--- config.mk ---
export PLATFORM = sky130hd
export DESIGN_NAME = axis_sa_sched_flat
export DESIGN_NICKNAME = d
export VERILOG_FILES = /design/src/rtl/axis_sa_sched_if.sv /design/src/rtl/axis_sa_sched.sv /design/src/flat_wrapper.sv
export SDC_FILE = /design/constraint.sdc
export NUM_CORES = 1
export LEC_CHECK = 0
export ABC_AREA = 1
export ABC_CLOCK_PERIOD_IN_PS = 4100
export BUFFER_PORTS_ARGS = -buffer_cell sky130_fd_sc_hd__buf_2
export CAP_MARGIN = 20
export CORE_UTILIZATION = 28
export CTS_BUF_LIST = sky130_fd_sc_hd__clkbuf_2 sky130_fd_sc_hd__clkbuf_4 sky130_fd_sc_hd__clkbuf_8
export CTS_CLUSTER_DIAMETER = 150
export DETAILED_ROUTE_END_ITERATION = 16
export HOLD_SLACK_MARGIN = 0.03
export MAX_ROUTING_LAYER = met4
export PLACE_DENSITY = 0.58
export SYNTH_ARGS = -nofsm -noshare
export SYNTH_HDL_FRONTEND = slang
export SYNTH_SLANG_ARGS = --single-unit
--- constraint.sdc ---
create_clock -name clk -period 4.1 [get_ports clk]
set_input_delay 0.615 -clock clk [delete_from_list [all_inputs] [get_ports clk]]
set_output_delay 0.615 -clock clk [all_outputs]
set_load 0.01 [all_outputs]
--- src/rtl/axis_sa_sched_if.sv ---
// Bundles the command, buffer-read, array-stream and status signals of the systolic-array sequencer.
// The master modport is the sequencer's view; slave is the view of everything around it.
interface axis_sa_sched_if #(
    parameter int R  = 4,
    parameter int C  = 8,
    parameter int WX = 4,
    parameter int WK = 8,
    parameter int AW = 10,
    parameter int WN = 16
) ();
    logic              cmd_valid;
    logic              cmd_ready;
    logic [WN-1:0]     cmd_kdim;
    logic [WN-1:0]     cmd_ntiles;
    logic [AW-1:0]     cmd_xbase;
    logic [AW-1:0]     cmd_kbase;
    logic              xbuf_en;
    logic [AW-1:0]     xbuf_addr;
    logic [R*WX-1:0]   xbuf_rdata;
    logic              kbuf_en;
    logic [AW-1:0]     kbuf_addr;
    logic [C*WK-1:0]   kbuf_rdata;
    logic              sa_s_valid;
    logic              sa_s_ready;
    logic              sa_s_last;
    logic [R*WX-1:0]   sa_sx_data;
    logic [C*WK-1:0]   sa_sk_data;
    logic              sa_m_valid;
    logic              sa_m_ready;
    logic              sa_m_last;
    logic              busy;
    logic              done;
    logic              err;

    modport master (
        input  cmd_valid, cmd_kdim, cmd_ntiles, cmd_xbase, cmd_kbase,
        input  xbuf_rdata, kbuf_rdata, sa_s_ready, sa_m_valid, sa_m_ready, sa_m_last,
        output cmd_ready, xbuf_en, xbuf_addr, kbuf_en, kbuf_addr,
        output sa_s_valid, sa_s_last, sa_sx_data, sa_sk_data, busy, done, err
    );

    modport slave (
        output cmd_valid, cmd_kdim, cmd_ntiles, cmd_xbase, cmd_kbase,
        output xbuf_rdata, kbuf_rdata, sa_s_ready, sa_m_valid, sa_m_ready, sa_m_last,
        input  cmd_ready, xbuf_en, xbuf_addr, kbuf_en, kbuf_addr,
        input  sa_s_valid, sa_s_last, sa_sx_data, sa_sk_data, busy, done, err
    );
endinterface

--- src/rtl/axis_sa_sched.sv ---
// Matmul command sequencer: reads X/K vectors from two 1-cycle-latency buffers, streams them as
// kdim-beat tiles into the array through a 2-entry skid, and limits tiles in flight to MAXO.
module axis_sa_sched #(
    parameter int R    = 4,
    parameter int C    = 8,
    parameter int WX   = 4,
    parameter int WK   = 8,
    parameter int AW   = 10,
    parameter int WN   = 16,
    parameter int MAXO = 2
) (
    input logic clk,
    input logic rst,
    axis_sa_sched_if.master bus
);
    localparam int OW = $clog2(MAXO + 1);
    localparam int SW = R*WX + C*WK + 1;

    typedef enum logic [1:0] {IDLE, RUN, DRAIN, DONE} state_t;

    state_t          r_state;
    logic [WN-1:0]   r_kdim;
    logic [WN-1:0]   r_ntiles;
    logic [WN-1:0]   r_j;
    logic [WN-1:0]   r_t;
    logic [AW-1:0]   r_xptr;
    logic [AW-1:0]   r_kptr;
    logic [OW-1:0]   r_outs;
    logic            r_inflight;
    logic            r_inflightLast;
    logic [SW-1:0]   r_sk0;
    logic [SW-1:0]   r_sk1;
    logic [1:0]      r_occ;
    logic            r_err;

    logic            w_pop;
    logic [2:0]      w_level;
    logic            w_jLast;
    logic            w_tLast;
    logic            w_issue;
    logic            w_inc;
    logic            w_dec;
    logic            w_underflow;
    logic [OW-1:0]   w_outsNext;
    logic [1:0]      w_wrSlot;
    logic [SW-1:0]   w_pushData;

    assign w_pop      = (r_occ != 2'd0) && bus.sa_s_ready;
    // Skid occupancy once this cycle's returning read lands and the head possibly leaves.
    assign w_level    = {1'b0, r_occ} + {2'b0, r_inflight} - {2'b0, w_pop};
    assign w_jLast    = (r_j == r_kdim - WN'(1));
    assign w_tLast    = (r_t == r_ntiles - WN'(1));
    assign w_issue    = (r_state == RUN) && (w_level < 3'd2) &&
                        ((r_j != '0) || (r_outs < OW'(MAXO)));
    assign w_inc      = w_issue && (r_j == '0);
    assign w_dec      = bus.sa_m_valid && bus.sa_m_ready && bus.sa_m_last;
    assign w_underflow = w_dec && (r_outs == '0);
    assign w_wrSlot   = r_occ - {1'b0, w_pop};
    assign w_pushData = {bus.xbuf_rdata, bus.kbuf_rdata, r_inflightLast};

    always_comb begin
        w_outsNext = r_outs;
        case ({w_inc, w_dec && !w_underflow})
            2'b10:   w_outsNext = r_outs + OW'(1);
            2'b01:   w_outsNext = r_outs - OW'(1);
            default: w_outsNext = r_outs;
        endcase
    end

    assign bus.cmd_ready  = (r_state == IDLE);
    assign bus.busy       = (r_state != IDLE);
    assign bus.done       = (r_state == DONE);
    assign bus.err        = r_err;
    assign bus.xbuf_en    = w_issue;
    assign bus.kbuf_en    = w_issue;
    assign bus.xbuf_addr  = r_xptr;
    assign bus.kbuf_addr  = r_kptr;
    assign bus.sa_s_valid = (r_occ != 2'd0);
    assign bus.sa_s_last  = r_sk0[0];
    assign bus.sa_sx_data = r_sk0[SW-1 -: R*WX];
    assign bus.sa_sk_data = r_sk0[C*WK:1];

    always_ff @(posedge clk) begin
        if (rst) begin
            r_state        <= IDLE;
            r_kdim         <= '0;
            r_ntiles       <= '0;
            r_j            <= '0;
            r_t            <= '0;
            r_xptr         <= '0;
            r_kptr         <= '0;
            r_outs         <= '0;
            r_inflight     <= 1'b0;
            r_inflightLast <= 1'b0;
            r_sk0          <= '0;
            r_sk1          <= '0;
            r_occ          <= 2'd0;
            r_err          <= 1'b0;
        end else begin
            r_inflight     <= w_issue;
            r_inflightLast <= w_jLast;
            r_outs         <= w_outsNext;
            r_occ          <= r_occ + {1'b0, r_inflight} - {1'b0, w_pop};
            if (bus.cmd_valid && r_state == IDLE) r_err <= 1'b0;
            if (w_underflow) r_err <= 1'b1;

            // Pop shifts the second entry forward; the returning read fills the first free slot.
            if (w_pop) r_sk0 <= r_sk1;
            if (r_inflight) begin
                if (w_wrSlot[0]) r_sk1 <= w_pushData;
                else             r_sk0 <= w_pushData;
            end

            case (r_state)
                IDLE: if (bus.cmd_valid) begin
                    r_kdim   <= bus.cmd_kdim;
                    r_ntiles <= bus.cmd_ntiles;
                    r_xptr   <= bus.cmd_xbase;
                    r_kptr   <= bus.cmd_kbase;
                    r_j      <= '0;
                    r_t      <= '0;
                    // Empty commands pass through DRAIN, which completes at once with nothing in flight.
                    r_state  <= (bus.cmd_kdim == '0 || bus.cmd_ntiles == '0) ? DRAIN : RUN;
                end
                RUN: if (w_issue) begin
                    r_xptr <= r_xptr + AW'(1);
                    r_kptr <= r_kptr + AW'(1);
                    if (w_jLast) begin
                        r_j <= '0;
                        if (w_tLast) r_state <= DRAIN;
                        else         r_t <= r_t + WN'(1);
                    end else begin
                        r_j <= r_j + WN'(1);
                    end
                end
                DRAIN: if (r_occ == 2'd0 && !r_inflight && w_outsNext == '0) r_state <= DONE;
                DONE:  r_state <= IDLE;
                default: r_state <= IDLE;
            endcase
        end
    end
endmodule

--- src/flat_wrapper.sv ---
// flat-port wrapper written by rule: the top's interface ports become plain ports
module axis_sa_sched_flat 
#(
    parameter int R    = 4,
    parameter int C    = 8,
    parameter int WX   = 4,
    parameter int WK   = 8,
    parameter int AW   = 10,
    parameter int WN   = 16,
    parameter int MAXO = 2
)
  (clk, rst, bus_cmd_valid, bus_cmd_kdim, bus_cmd_ntiles, bus_cmd_xbase, bus_cmd_kbase, bus_xbuf_rdata, bus_kbuf_rdata, bus_sa_s_ready, bus_sa_m_valid, bus_sa_m_ready, bus_sa_m_last, bus_cmd_ready, bus_xbuf_en, bus_xbuf_addr, bus_kbuf_en, bus_kbuf_addr, bus_sa_s_valid, bus_sa_s_last, bus_sa_sx_data, bus_sa_sk_data, bus_busy, bus_done, bus_err);
  axis_sa_sched_if #(.R(R), .C(C), .WX(WX), .WK(WK), .AW(AW), .WN(WN)) bus_i ();
  input logic clk;
  input logic rst;
  input wire logic [$bits(bus_i.cmd_valid)-1:0] bus_cmd_valid;
  input wire logic [$bits(bus_i.cmd_kdim)-1:0] bus_cmd_kdim;
  input wire logic [$bits(bus_i.cmd_ntiles)-1:0] bus_cmd_ntiles;
  input wire logic [$bits(bus_i.cmd_xbase)-1:0] bus_cmd_xbase;
  input wire logic [$bits(bus_i.cmd_kbase)-1:0] bus_cmd_kbase;
  input wire logic [$bits(bus_i.xbuf_rdata)-1:0] bus_xbuf_rdata;
  input wire logic [$bits(bus_i.kbuf_rdata)-1:0] bus_kbuf_rdata;
  input wire logic [$bits(bus_i.sa_s_ready)-1:0] bus_sa_s_ready;
  input wire logic [$bits(bus_i.sa_m_valid)-1:0] bus_sa_m_valid;
  input wire logic [$bits(bus_i.sa_m_ready)-1:0] bus_sa_m_ready;
  input wire logic [$bits(bus_i.sa_m_last)-1:0] bus_sa_m_last;
  output wire logic [$bits(bus_i.cmd_ready)-1:0] bus_cmd_ready;
  output wire logic [$bits(bus_i.xbuf_en)-1:0] bus_xbuf_en;
  output wire logic [$bits(bus_i.xbuf_addr)-1:0] bus_xbuf_addr;
  output wire logic [$bits(bus_i.kbuf_en)-1:0] bus_kbuf_en;
  output wire logic [$bits(bus_i.kbuf_addr)-1:0] bus_kbuf_addr;
  output wire logic [$bits(bus_i.sa_s_valid)-1:0] bus_sa_s_valid;
  output wire logic [$bits(bus_i.sa_s_last)-1:0] bus_sa_s_last;
  output wire logic [$bits(bus_i.sa_sx_data)-1:0] bus_sa_sx_data;
  output wire logic [$bits(bus_i.sa_sk_data)-1:0] bus_sa_sk_data;
  output wire logic [$bits(bus_i.busy)-1:0] bus_busy;
  output wire logic [$bits(bus_i.done)-1:0] bus_done;
  output wire logic [$bits(bus_i.err)-1:0] bus_err;
  assign bus_i.cmd_valid = bus_cmd_valid;
  assign bus_i.cmd_kdim = bus_cmd_kdim;
  assign bus_i.cmd_ntiles = bus_cmd_ntiles;
  assign bus_i.cmd_xbase = bus_cmd_xbase;
  assign bus_i.cmd_kbase = bus_cmd_kbase;
  assign bus_i.xbuf_rdata = bus_xbuf_rdata;
  assign bus_i.kbuf_rdata = bus_kbuf_rdata;
  assign bus_i.sa_s_ready = bus_sa_s_ready;
  assign bus_i.sa_m_valid = bus_sa_m_valid;
  assign bus_i.sa_m_ready = bus_sa_m_ready;
  assign bus_i.sa_m_last = bus_sa_m_last;
  assign bus_cmd_ready = bus_i.cmd_ready;
  assign bus_xbuf_en = bus_i.xbuf_en;
  assign bus_xbuf_addr = bus_i.xbuf_addr;
  assign bus_kbuf_en = bus_i.kbuf_en;
  assign bus_kbuf_addr = bus_i.kbuf_addr;
  assign bus_sa_s_valid = bus_i.sa_s_valid;
  assign bus_sa_s_last = bus_i.sa_s_last;
  assign bus_sa_sx_data = bus_i.sa_sx_data;
  assign bus_sa_sk_data = bus_i.sa_sk_data;
  assign bus_busy = bus_i.busy;
  assign bus_done = bus_i.done;
  assign bus_err = bus_i.err;
  axis_sa_sched #(.R(R), .C(C), .WX(WX), .WK(WK), .AW(AW), .WN(WN), .MAXO(MAXO)) u_core (.clk(clk), .rst(rst), .bus(bus_i));
endmodule
==> impl_metrics.toml <==
[logic_synthesis]
syn-num-nets = 1897
yosysTopAreaCell = "dfxtp_1"
synth_cells = 1744
syn_area_per_cell_sq_um = 6.99
syn-cell-area_sq_um = 12200
ys_seq_area_share_pct = 41.9
synth-warning-count = 0
synth_flop_cell = "dfxtp_1"
synth_async_sr_flop_share_pct = 0
synth_edf_count = 0
synth_cell_types = 45
yosys-top-cells-area = "dfxtp_1 (42%), nand2_1 (11%), nor2_1 (9.5%), o21ai_0 (8.3%), a31oi_1 (4.0%)"
synth_top_area_share_pct = 41.9
yosys_register_bits = 255

[grt]
grt_max_degree = 108
overflow = 0
grt_pass1_wl_mm = 60.4
grt_usage_pct = 17.2
antenna_found_initial = 5
grt_pass1_vias = 12000

[power]
p_sw_mw = 3.62
p_per_area_nw_per_um2 = 613
leakage_nw = 6.42
clock_power_share_pct = 29.1
seq_power_share_pct = 36.7
internal_power_mw = 5.54
power_switching_share_pct = 39.5
peakVddDrop_uv = 316
report.power.total_mw = 9.16
p_comb_share_pct = 34.2

[sta]
setup_viol = 0
finalHoldViolations = 0
max_freq_mhz = 279
finClkSkew_ps = 24.1
worstMarginPinSlew_ps = 1010
report.final.slew_viol_count = 0
fin_crit_ps = 3590
relSlewSlack_pct = 32.7
rsz0062_at_grt = "no"
fin_crit_sh_pct = 87.5
tns_ps = 0
setup_ws_ps = 512

[critical_path]
worst-setup-path-type = "flip-flop to flip-flop"
crit_arrival_ps = 4100
crit_required_ps = 4610
cp_slowest_stage_delay_ps = 460
path_max_fanout = 5
critPathSlowestCell = "fa_1"
crit_top_cell = "nand2_1"
setup.worst_path.start_class = "flip-flop"
cp-end-kind = "flip-flop"
path_cells = "nor2_2, nor2_4, nand2_1, nand2_1, ha_1, fa_1, a211oi_2, o21ai_2, inv_1, nand3_1, ha_1, a21oi_1, o21ai_0, xor2_1, o21ai_0, nand2_1, a21oi_1, nand2_1, a21oi_1, nor2_1"

[finish]
area_growth_pct = 22.6
fill_cells = 4718
final_cell_mix = "nand2_1 (347), nor2_1 (305), dfxtp_1 (255), buf_2 (246), o21ai_0 (203)"
instances_no_fill = 2579
drive_gt1_share_pct = 20.0
fin_nets = 2107
mostFrequentLayoutCell = "nand2_1"

[place]
finalWeightedCongestion = 0.890
place_ws_ps = 233
numPortBuffers = 246
hpwl_mm = 24.8
dp.cells = 2489

[outcome]
status = "finished clean"

[floorplanning]
num_rows = 76
fp.dieW_um = 211
fp.coreArea_sq_um = 43000
ioPinCount = 247
fp.dieH_um = 211
die_area_sq_um = 44400
start_util_pct = 28.3

[drt]
wl_met3_mm = 2.72
dr.max_layer_used = "met4"
drt_first_pass_iters = 5
drt_iter0_drc = 725
num_vias = 12300
routed_wl_mm = 37.5
drtAntennaViolNets = 0
wire_per_inst_um = 14.5
drc = 0
drt-vias-per-instance = 4.79
wl_met2_mm = 17.1
drt-met1-wl_mm = 16.8

[clock_network]
postCtsSetupBuffers = 0
clk_latency_ps = 640
cts_tree = "done"
clockBufferDepth = 3
clock-sinks = 255
cts_root_buf = "clkbuf_8"
htree_levels = 2
cts_buffers = 48
clkTransAtPathRegs_ps = 60

[run]
max_cap_violations = 0

[min_path]
min_path_type = "input port to flip-flop"
==> final cells by class <==
type	count	area, sq um	area share [%]
well taps	585	732	4.90
repair buffers	262	1390	9.30
inverters	110	418	2.80
clock inverters	9	120	0.804
flip-flops and latches	255	5100	34.2
clock buffers	75	895	5.99
diodes	6	15.0	0.100
multi-input cells	1277	6270	41.9
==> power groups by stage <==
stage	logic [mW]	registers (mW)	clock network, mW
floorplan	2.00	3.48	0
detailed placement	3.15	3.40	0
global route	3.54	3.43	2.86
global placement	3.10	3.39	0
finish	3.13	3.36	2.67
CTS	3.16	3.36	2.76
==> layer usage <==
layer	vias up	GRT usage, %
li1	6187	-
met1	5769	20.7
met3	64	5.01
met2	322	27.5
met5	-	-
met4	0	5.90
==> per-stage QoR <==
stage	utilization, %	hold slack, ps	cell area [sq um]
after floorplan	-	450	12200
after global placement	32.4	463	13900
final	34.8	209	14900
after detailed placement	32.4	467	13900
after global routing	34.8	192	14900
after CTS	34.7	158	14900
==> worst max-delay path, delay by kind of cell (launching register included) <==
family	cells	cell delay (ps)
AND/OR/NAND/NOR	8	780
flip-flops	1	350
AO/OA/AOI/OAI	7	1130
buffers and inverters	1	120
adder cells (fa/ha/maj)	3	970
XOR/XNOR	1	170
==> repair_timing <==
| action | in CTS | in global routing |
|---|---|---|
| endpoints found under the setup margin | 0 | 2 |
| resized for setup | 0 | 1 |
| hold buffers | 0 | 0 |
==> synth_stat cells, types with 3 or more instances <==
master    number
a211oi_1       5
a21oi_1       61
a311oi_1      12
a31oi_1       77
buf_2          7
clkbuf_1      90
dfxtp_1      255
ha_1          13
inv_1        104
inv_2          5
nand2_1      347
nand2_2        4
nand3_1       76
nand3_2        6
nand3b_1       4
nand4_1       10
nor2_1       307
nor2_2        14
nor2_4         5
nor3_1        15
nor3b_1        3
nor4_1        10
o21ai_0      203
o21ai_1       27
or2_2          6
xnor2_1       11
xor2_1        46
==> logic make-up after synthesis <==
group	synth area share (%)
buf+inv	6.79
xor+xnor	4.10
flops	41.9
compound gates	18.0
simple gates	27.7
fa+ha+maj	1.50
==> registers in the layout, summed over array words and instances (netlist names), 2 cells and up <==
| name | flops |
|---|---|
| u_core.r_sk0 | 81 |
| u_core.r_sk1 | 81 |
| u_core.r_j | 16 |
| u_core.r_kdim | 16 |
| u_core.r_ntiles | 16 |
| u_core.r_t | 16 |
| u_core.bus.kbuf_addr | 10 |
| u_core.bus.xbuf_addr | 10 |
| u_core.r_occ | 2 |
| u_core.r_outs | 2 |
| u_core.r_state | 2 |
==> final timing paths <==
check                                        start  cells past startpoint           endpoint  slack [ps]
worst min register to register    u_core.r_sk1[41]                      2   u_core.r_sk0[41]         480
worst max-delay path               u_core.r_occ[1]                     20  u_core.r_state[0]         510
worst max register to register     u_core.r_occ[1]                     20  u_core.r_state[0]         510
worst min-delay path            bus_xbuf_rdata[15]                      3   u_core.r_sk1[80]         210
(Power assumes the default switching activity.)
